<file path="src/rtl/ext_pipe_unit.sv">
// Immediate extender (zero/sign/high-place/branch-offset) feeding a 2-entry valid/ready output queue.
// One-cycle latency into an empty queue; in_ready drops while both entries are held.
module ext_pipe_unit #(
    parameter int IN_W  = 16,
    parameter int OUT_W = 32
) (
    input  logic             clk,
    input  logic             reset,
    input  logic             in_valid,
    output logic             in_ready,
    input  logic [IN_W-1:0]  in_data,
    input  logic [1:0]       in_mode,
    input  logic             flush,
    output logic             out_valid,
    input  logic             out_ready,
    output logic [OUT_W-1:0] out_data,
    output logic [1:0]       count
);

    localparam int PAD_W = OUT_W - IN_W;

    logic [OUT_W-1:0] zext;
    logic [OUT_W-1:0] sext;
    logic [OUT_W-1:0] ext_res;
    logic [OUT_W-1:0] entry [2];
    logic             rd_ptr;
    logic             wr_ptr;
    logic             push;
    logic             pop;

    assign zext = {{PAD_W{1'b0}}, in_data};
    assign sext = {{PAD_W{in_data[IN_W-1]}}, in_data};

    always_comb begin
        ext_res = zext;
        case (in_mode)
            2'b00:   ext_res = zext;
            2'b01:   ext_res = sext;
            2'b10:   ext_res = zext << PAD_W;
            2'b11:   ext_res = sext << 2;
            default: ext_res = zext;
        endcase
    end

    // Handshake outputs depend on occupancy only, so no comb path from in_valid/out_ready.
    assign in_ready  = (count != 2'd2);
    assign out_valid = (count != 2'd0);
    assign push      = in_valid & in_ready & ~flush;
    assign pop       = out_valid & out_ready & ~flush;
    assign out_data  = out_valid ? entry[rd_ptr] : '0;

    always_ff @(posedge clk) begin
        if (reset) begin
            count    <= 2'd0;
            rd_ptr   <= 1'b0;
            wr_ptr   <= 1'b0;
            entry[0] <= '0;
            entry[1] <= '0;
        end else if (flush) begin
            count  <= 2'd0;
            rd_ptr <= 1'b0;
            wr_ptr <= 1'b0;
        end else begin
            if (push) begin
                entry[wr_ptr] <= ext_res;
                wr_ptr        <= ~wr_ptr;
            end
            if (pop) begin
                rd_ptr <= ~rd_ptr;
            end
            case ({push, pop})
                2'b10:   count <= count + 2'd1;
                2'b01:   count <= count - 2'd1;
                default: count <= count;
            endcase
        end
    end

endmodule
</file>
<file path="config.mk">
export PLATFORM = sky130hd
export DESIGN_NAME = ext_pipe_unit
export DESIGN_NICKNAME = d
export VERILOG_FILES = /design/src/rtl/ext_pipe_unit.sv
export SDC_FILE = /design/constraint.sdc
export NUM_CORES = 1
export LEC_CHECK = 0
export CAP_MARGIN = 20
export CORE_MARGIN = 8
export CORE_UTILIZATION = 55
export DETAILED_ROUTE_END_ITERATION = 10
export PLACE_DENSITY = 0.88
export SLEW_MARGIN = 20
export SYNTH_ARGS = -nofsm -noshare
export SYNTH_HDL_FRONTEND = slang
export SYNTH_SLANG_ARGS = --single-unit
</file>
<file path="constraint.sdc">
create_clock -name clk -period 9.35 [get_ports clk]
set_clock_uncertainty 0.15 [all_clocks]
set_input_delay 0.935 -clock clk [delete_from_list [all_inputs] [get_ports clk]]
set_output_delay 0.935 -clock clk [all_outputs]
set_load 0.005 [all_outputs]
</file>
==> out/results.ini, run 1 <==
[global_routing]
antenna_found_initial = 0
grt_max_degree = 34
grtUsageTotal_pct = 17.59
grt_pass1_vias = 2434
grt_pass1_wl_um = 11640
grt.overflow.total = 0

[placed_design]
port_buffers = 58
place_congestion = 0.8143
dpl-instance-area_mm2 = 0.003886
dp_slack_ns = 6.028
dp_hpwl_um = 4928

[route]
vias = 2400
route.detailed.wl_per_inst_um = 17.61
drtAntennaViolNets = 0
wl_um = 7521
vias_per_cell = 5.621
drc = 0
drt_iter0_drc = 207
firstDrtPassIters = 5

[run_status]
status = finished, final reports clean

[yosys]
ys_seq_area_share_pct = 61.10
netlist_area_mm2 = 0.003309
ys_ff_latch = 69
yosysWarnings = 0
netlist_instances = 295
synth_cell_types = 27
synth_nets = 319
post-synth-top-area-fraction_pct = 58.07
synth_area_leader_cell = edfxtp_1
synth_area_leaders = edfxtp_1 (58%), nor2_1 (11%), mux2i_1 (10%), a21oi_1 (4.5%), dfxtp_1 (3.0%)
avgSynthCellArea_um2 = 11.22

[floorplan]
start_util_pct = 56.23
io-pin-count = 59
dieArea_mm2 = 0.008755
core_mm2 = 0.005886
die_h_um = 93.57
die_w_um = 93.57
rows = 28

[sta]
slew_headroom_pct = 33.10
rsz0062_at_grt = no
whs_ns = 0.3722
layout_setup_ws_ns = 6.026
post-route-period-util_pct = 35.55
setup_viol = 0
worst_slew_pin_slew_ns = 1.003
hold_viol_final = 0
period_minus_slack_ns = 3.324
drv_slew = 0
fmax_ghz = 0.3009
tns_ns = 0

[cells_and_area]
fill_cells = 411
syn_to_final_growth_pct = 23.89
drive_gt1_share_pct = 9.659
antenna_cells = 0
design_area_mm2 = 0.004100
most-common-layout-cells = nor2_1 (92), edfxtp_1 (64), clkdlybuf4s50_1 (58), mux2i_1 (33), a21oi_1 (30)
nNetsFinal = 371
layout_commonest_cell = nor2_1

[clocking]
cts_buffers = 9
cts_hold_buf = 0
cts_resized = 0
ctsRootBufferMaster = clkbuf_8
cts_tree = yes
cts_max_level = 3
clkSinkCount = 69
clock_path_buffers = 2
path_clk_slew_ns = 0.07
clk_latency_ns = 0.33
cts_setup_buffers = 0

[power_and_ir_drop]
power_switching_uw = 151.7
clockPowerShare_pct = 37.9
combPwrFrac_pct = 9.5
p_per_area_mw_per_mm2 = 165.8
internal_power_uw = 528.3
peakVddDrop_uv = 86.77
p_seq_share_pct = 52.6
power.leakage_nw = 1.353
swShare_pct = 22.30

[job]
max-cap-violations = 0

[setup_path]
start_kind = flop
cp.required_ns = 8.27
path_max_fanout = 32
cp-end-kind = primary output
setup.worst_path.class = flop to primary output
arrival_ns = 2.24

[worst_hold_path]
hold_path_class = flop to flop

==> worst max-delay path, stage by stage (launching register included) <==
cell	delay (ns)
dfxtp_2	0.99
mux2i_1	0.22
nor2_1	0.15
clkdlybuf4s50_1	0.54
==> sequential cells by signal, indices dropped and copies added, names as in the netlist, named ones only <==
register  cells
wr_ptr        1
entry        64
rd_ptr        1
count         2
==> layout make-up <==
class / instances / area (µm²) / share of cell area, %
Tap cell: 75 / 93.84 / 2.289
Clock inverter: 7 / 90.09 / 2.197
Clock buffer: 9 / 123.9 / 3.021
Timing Repair Buffer: 62 / 610.6 / 14.89
Inverter: 3 / 11.26 / 0.2746
Sequential cell: 69 / 2023 / 49.34
Multi-Input combinational cell: 202 / 1147 / 27.98
==> synth_stat cells (all sizes together) <==
cell type  count
a21oi         30
xor2           2
nor2b         16
nor2         102
or3            3
buf            9
mux2           1
xnor2          1
mux2i         33
or4            1
clkbuf        12
edfxtp        64
nand4          1
inv            3
and2           2
o21ai          4
ha             1
dfxtp          5
nand2b         3
or2            1
o21bai         1
==> final timing paths <==
kind             from            to  slack (ns)  cells after the start
min            rd_ptr        rd_ptr        0.37                      2
max              flop  out_data[30]        6.03                      3
max reg2reg  count[0]      count[1]        7.26                      5
min reg2reg    rd_ptr        rd_ptr        0.37                      2
==> routing by layer <==
layer / global-route usage (%) / share of wire [%]
met2: 30.08 / 50
met3: 4.808 / 9.8
met4: 10.04 / 1.9
met1: 19.28 / 38
met5: 0 / 0
==> per-stage QoR <==
stage               total power, mW  utilization (%)  instances
floorplan                    0.4006                -        295
global placement             0.4262            66.03        411
detailed placement           0.4285            66.03        411
CTS                          0.6811            69.66        427
global route                 0.7012            69.66        427
finish                       0.6800            69.66        427
==> power groups by stage <==
stage	Clock (mW)	Sequential [mW]	Combinational [mW]
floorplan	0	0.363	0.0379
global placement	0	0.363	0.0628
detailed placement	0	0.365	0.0638
CTS	0.259	0.358	0.0645
global route	0.272	0.359	0.0695
finish	0.258	0.358	0.0647
==> cell families after synthesis <==
group	count (synthesis)	share of synthesized area, %
buf+inv	24	4.423
flops	69	61.10
fa+ha+maj	1	0.3780
compound gates	35	5.369
xor+xnor	3	0.7941
mux	34	10.32
simple gates	129	17.62
Power figures use the tool's default switching activity.
==> run 2: changes to the inputs <==
Settings changed: CORE_UTILIZATION 55 to 47, PLACE_DENSITY 0.88 to 0.8.
Clock period 9.35 ns to 2.95 ns, I/O delays scaled along.
==> run 2 against run 1 <==
- critical path depth rose by 1
- hold slack got worse by 0.010 ns
- first-iteration DRC count fell by 27%
- critical path type unchanged
- highest routed layer unchanged
==> out/results.ini, run 2 (synthesized netlist as in run 1, its figures left out) <==
[run_status]
status = finished, final reports clean  ; unchanged

[clocking]
clkSinkCount = 69  ; unchanged
cts_setup_buffers = 0  ; unchanged
path_clk_slew_ns = 0.06  ; was 0.07 ns
cts_hold_buf = 0  ; unchanged
cts_tree = yes  ; unchanged
cts_resized = 0  ; unchanged
clock_path_buffers = 2  ; unchanged
ctsRootBufferMaster = clkbuf_8  ; unchanged
clk_latency_ns = 0.33  ; about the same
cts_buffers = 9  ; unchanged
cts_max_level = 3  ; unchanged

[power_and_ir_drop]
peakVddDrop_uv = 287.9  ; was 86.77 µV
power.leakage_nw = 1.363  ; was 1.353 nW
p_per_area_mw_per_mm2 = 494.8  ; was 165.8 mW/mm²
fin_total_pwr_mw = 2.039  ; was 680.0 µW

[sta]
worst_slew_pin_slew_ns = 0.8676  ; was 1.003 ns
rsz0062_at_grt = no  ; unchanged
post-route-period-util_pct = 82.27
fmax_ghz = 0.4120
hold_viol_final = 0  ; unchanged
setup_viol = 0  ; unchanged
tns_ns = 0  ; unchanged
layout_setup_ws_ns = 0.5230  ; was 6.026 ns
period_minus_slack_ns = 2.427
slew_headroom_pct = 42.04  ; was 33.10%
drv_slew = 0  ; unchanged

[worst_hold_path]
holdPathStages = 2  ; unchanged
hp-start = rd_ptr  ; unchanged
hold_path_class = flop to flop  ; unchanged

[cells_and_area]
final_core_util_pct = 60.66  ; was 69.66%
nNetsFinal = 373  ; was 371
design_area_mm2 = 0.004121  ; was 0.004100 mm²
largest_reg_flops = 64  ; unchanged
antenna_cells = 0  ; unchanged
largest_register = entry  ; unchanged
drive_gt1_share_pct = 9.887  ; was 9.659%
reg_top3 = entry: 64 flops, count: 2 flops  ; unchanged
layout_commonest_cell = nor2_1  ; unchanged
syn_to_final_growth_pct = 24.54  ; was 23.89%
most-common-layout-cells = nor2_1 (92), edfxtp_1 (64), clkdlybuf4s50_1 (58), mux2i_1 (33), a21oi_1 (30)  ; unchanged

[floorplan]
core_mm2 = 0.006794  ; was 0.005886 mm²
die_w_um = 99.91  ; was 93.57 µm
io-pin-count = 59  ; unchanged
dieArea_mm2 = 0.009982  ; was 0.008755 mm²
die_h_um = 99.91  ; was 93.57 µm
rows = 30  ; was 28
start_util_pct = 48.71  ; was 56.23%

[global_routing]
grt_pass1_vias = 2418  ; was 2,434
grt.overflow.total = 0  ; unchanged
grtUsageTotal_pct = 15.32  ; was 17.59%
antenna_found_initial = 0  ; unchanged
grt_max_degree = 34  ; unchanged
grt_pass1_wl_um = 11800  ; was 11,640 µm

[setup_path]
reg2reg_depth = 5  ; unchanged
arrival_ns = 1.98  ; was 2.24 ns
rrSetupSlack_ns = 0.85  ; was 7.26 ns
cp.required_ns = 2.51  ; was 8.27 ns
r2r_start = count[0]  ; unchanged
r2r-end = count[1]  ; unchanged
cp-end-kind = primary output  ; unchanged
path_max_fanout = 21  ; was 32
cp_slowest_cell = dfxtp_2  ; unchanged
critPathMaxStageDelay_ns = 0.59  ; was 0.99 ns
path_cells = buf_12, mux2i_1, nor2_1, clkdlybuf4s50_1  ; was mux2i_1, nor2_1, clkdlybuf4s50_1
path_delay_family = buffers and inverters  ; was flip-flops
start_kind = flop  ; unchanged
cp_num_buf_inv = 2  ; was 1
setup.worst_path.class = flop to primary output  ; unchanged

[job]
max-cap-violations = 0  ; unchanged

[route]
drc = 0  ; unchanged
drtAntennaViolNets = 0  ; unchanged
wl_um = 7429  ; was 7521 µm
route.detailed.wl_per_inst_um = 16.51  ; was 17.61 µm
vias = 2320  ; was 2,400
drt_iter0_drc = 152  ; was 207
vias_per_cell = 5.156  ; was 5.621
firstDrtPassIters = 4  ; was 5

[placed_design]
dp_hpwl_um = 5052  ; was 4928 µm
dpl-instance-area_mm2 = 0.003940  ; was 0.003886 mm²
place_congestion = 0.8016  ; was 0.8143
dp_slack_ns = 0.5397  ; was 6.028 ns
port_buffers = 58  ; unchanged

[run 2: cell types whose count changed in the layout (fill, tap and decap cells not counted), sizes merged]
cell | previous run | this run
clkbuf | 9 | 15
clkinvlp | 3 | 0
buf | 4 | 6
bufinv | 2 | 0
clkinv | 2 | 1
[run 2: worst reg2reg max path, cell delays in order (launching register included)]
cell	delay [ns]
dfxtp_1	0.46
nor2b_2	0.10
or3_2	0.46
ha_1	0.35
or3_1	0.37
a21oi_1	0.15
[run 2: routing by layer]
metal	track usage [%]	vias up	share of wire, %
met3	5.536	21	6.9
met4	6.054	0	2.3
li1	-	1118	-
met2	24.22	90	48
met1	18.56	1091	43
met5	0	-	0
[run 2: layout make-up]
class	count	area, µm²
fill	557	2673
clock inverter	1	5.005
clock buffer	15	176.4
timing repair buffer	64	638.1
inverter	3	11.26
multi-input combinational	202	1147
tap	96	120.1
sequential	69	2023
[run 2: how the worst max path moves through the flow]
stage / endpoint / depth (start not counted)
floorplan: entry[0][0] / 3
detailed placement: count[1] / 6
global placement: entry[0][12] / 5
CTS: out_data[20] / 4
global route: out_data[20] / 4
finish: out_data[20] / 4
[run 2: power breakdown]
| group | switching [mW] | internal (mW) |
|---|---|---|
| clock | 0.326 | 0.374 |
| sequential | 0.0146 | 1.12 |
| combinational | 0.118 | 0.0897 |
| total | 0.458 | 1.58 |
[run 2: through the flow]
stage / std cells / hold WS [ns]
CTS: 450 / 0.3606
global placement: 434 / 0.3386
floorplan: 295 / 0.3225
global route: 450 / 0.3920
finish: 450 / 0.3618
detailed placement: 434 / 0.3462
==> run 3: changes to the inputs <==
Settings changed: CORE_UTILIZATION 47 to 52, PLACE_DENSITY 0.8 to 0.84.
Clock period 2.95 ns to 2.48 ns, I/O delays scaled along.
==> run 3 against run 2 <==
- routed wire length fell by 2.1%
- non-clock buffer count rose by 1
- combinational power rose by 20%
- critical endpoint is now out_data[24]
- largest cell class unchanged
==> out/results.ini, run 3 (synthesized netlist as in run 1, its figures left out) <==
[run_status]
status = finished, final reports clean  ; unchanged

[power_and_ir_drop]
combPwrFrac_pct = 10.7  ; was 10.2%
internal_power_mw = 1.785  ; was 1.581 mW
clockPowerShare_pct = 31.2  ; was 34.3%
peakVddDrop_uv = 321.7  ; was 287.9 µV
power_switching_uw = 531.9  ; was 458.4 µW
fin_total_pwr_mw = 2.316  ; was 2.039 mW
p_per_area_mw_per_mm2 = 569.1  ; was 494.8 mW/mm²
p_seq_share_pct = 58.1  ; was 55.5%
power.leakage_nw = 1.356  ; was 1.363 nW
swShare_pct = 22.96  ; was 22.48%

[sta]
period_minus_slack_ns = 2.320
tns_ns = 0  ; unchanged
layout_setup_ws_ns = 0.1600  ; was 0.5230 ns
post-route-period-util_pct = 93.55
hold_viol_final = 0  ; unchanged
drv_slew = 0  ; unchanged
slew_headroom_pct = 42.42  ; was 42.04%
fmax_ghz = 0.4310
worst_slew_pin_slew_ns = 0.8619  ; was 0.8676 ns
whs_ns = 0.3597  ; was 0.3618 ns
rsz0062_at_grt = no  ; unchanged
setup_viol = 0  ; unchanged

[cells_and_area]
layout_commonest_cell = nor2_1  ; unchanged
reg_top3 = entry: 64 flops, count: 2 flops  ; unchanged
syn_to_final_growth_pct = 22.99  ; was 24.54%
design_area_mm2 = 0.004070  ; was 0.004121 mm²
drive_gt1_share_pct = 9.915  ; was 9.887%
largest_register = entry  ; unchanged
most-common-layout-cells = nor2_1 (92), edfxtp_1 (64), clkdlybuf4s50_1 (58), mux2i_1 (33), a21oi_1 (30)  ; unchanged
largest_reg_flops = 64  ; unchanged
seq_area_mm2 = 0.002023  ; unchanged
finalNonFillerCells = 430  ; was 450
antenna_cells = 0  ; unchanged
multiInputGateArea_mm2 = 0.001147  ; unchanged
fill_cells = 504  ; was 557
nNetsFinal = 374  ; was 373
final_core_util_pct = 65.22  ; was 60.66%

[global_routing]
grtUsageTotal_pct = 16.43  ; was 15.32%
grt_max_degree = 34  ; unchanged
grt_pass1_vias = 2376  ; was 2,418
grt.overflow.total = 0  ; unchanged
antenna_found_initial = 0  ; unchanged
grt_pass1_wl_um = 11320  ; was 11,800 µm

[clocking]
cts_hold_buf = 0  ; unchanged
clock_path_buffers = 2  ; unchanged
clk_latency_ns = 0.34  ; was 0.33 ns
ctsRootBufferMaster = clkbuf_8  ; unchanged
cts_buffers = 9  ; unchanged
path_clk_slew_ns = 0.06  ; about the same
cts_resized = 0  ; unchanged
cts_max_level = 3  ; unchanged
cts_setup_buffers = 0  ; unchanged
clkSinkCount = 69  ; unchanged
cts_tree = yes  ; unchanged

[route]
wl_um = 7271  ; was 7429 µm
drtAntennaViolNets = 0  ; unchanged
firstDrtPassIters = 4  ; unchanged
drc = 0  ; unchanged
vias = 2312  ; was 2,320
route.detailed.wl_per_inst_um = 16.91  ; was 16.51 µm
drt_iter0_drc = 239  ; was 152
vias_per_cell = 5.377  ; was 5.156

[floorplan]
rows = 29  ; was 30
start_util_pct = 53.03  ; was 48.71%
die_h_um = 95.78  ; was 99.91 µm
dieArea_mm2 = 0.009173  ; was 0.009982 mm²
die_w_um = 95.78  ; was 99.91 µm
core_mm2 = 0.006241  ; was 0.006794 mm²
io-pin-count = 59  ; unchanged

[setup_path]
setup.worst_path.class = flop to primary output  ; unchanged
r2r_start = count[0]  ; unchanged
path_max_fanout = 11  ; was 21
cp-end-kind = primary output  ; unchanged
reg2reg_depth = 5  ; unchanged
cp.required_ns = 2.08  ; was 2.51 ns
arrival_ns = 1.92  ; was 1.98 ns
r2r-end = count[1]  ; unchanged
rrSetupSlack_ns = 0.36  ; was 0.85 ns
start_kind = flop  ; unchanged

[placed_design]
place_congestion = 0.7974  ; was 0.8016
dpl-instance-area_mm2 = 0.003924  ; was 0.003940 mm²
port_buffers = 58  ; unchanged
numPlacedInstances = 416  ; was 434
dp_slack_ns = 0.1063  ; was 0.5397 ns
dp_hpwl_um = 4988  ; was 5052 µm

[job]
max-cap-violations = 0  ; unchanged

[worst_hold_path]
holdPathStages = 2  ; unchanged
hold_path_class = flop to flop  ; unchanged
hp-start = rd_ptr  ; unchanged

==> run 3: changes by cell type in the layout (fill, tap and decap cells not counted) <==
| cell | change |
|---|---|
| clkinv_2 | +2 |
| clkbuf_8 | -3 |
| buf_4 | +1 |
| clkbuf_1 | -1 |
==> run 3: layout make-up <==
type	instances	area share, %
Clock inverter	3	0.3689
Multi-Input combinational cell	202	28.19
Tap cell	77	2.367
Clock buffer	11	3.228
Sequential cell	69	49.71
Inverter	3	0.2767
Timing Repair Buffer	65	15.86
==> run 3: power by group through the flow <==
stage                     logic (mW)  registers (mW)  clock network, mW
final                          0.249            1.35              0.722
after global routing           0.272            1.35              0.762
after CTS                      0.250            1.35              0.730
after detailed placement       0.249            1.37                  0
after global placement         0.245            1.37                  0
after floorplan                0.143            1.37                  0
==> run 3: how the worst max path moves through the flow <==
stage	start	end	depth (start not counted)
final	flop	out_data[24]	4
after CTS	flop	out_data[24]	4
after global routing	flop	out_data[24]	4
after detailed placement	in_valid	count[1]	6
after floorplan	count[0]	entry[0][0]	3
after global placement	in_valid	count[1]	6
==> run 3: per-layer routing <==
metal | share of wire (%) | global-route usage, %
met1 | 38 | 18.30
met2 | 53 | 28.29
met3 | 7.1 | 3.276
met4 | 2.2 | 10.37
met5 | 0 | 0
==> run 3: worst max-delay path, cell delays in order (launching register included) <==
cell,delay (ns)
dfxtp_2,0.47
buf_4,0.28
mux2i_1,0.26
nor2_1,0.08
clkdlybuf4s50_1,0.48
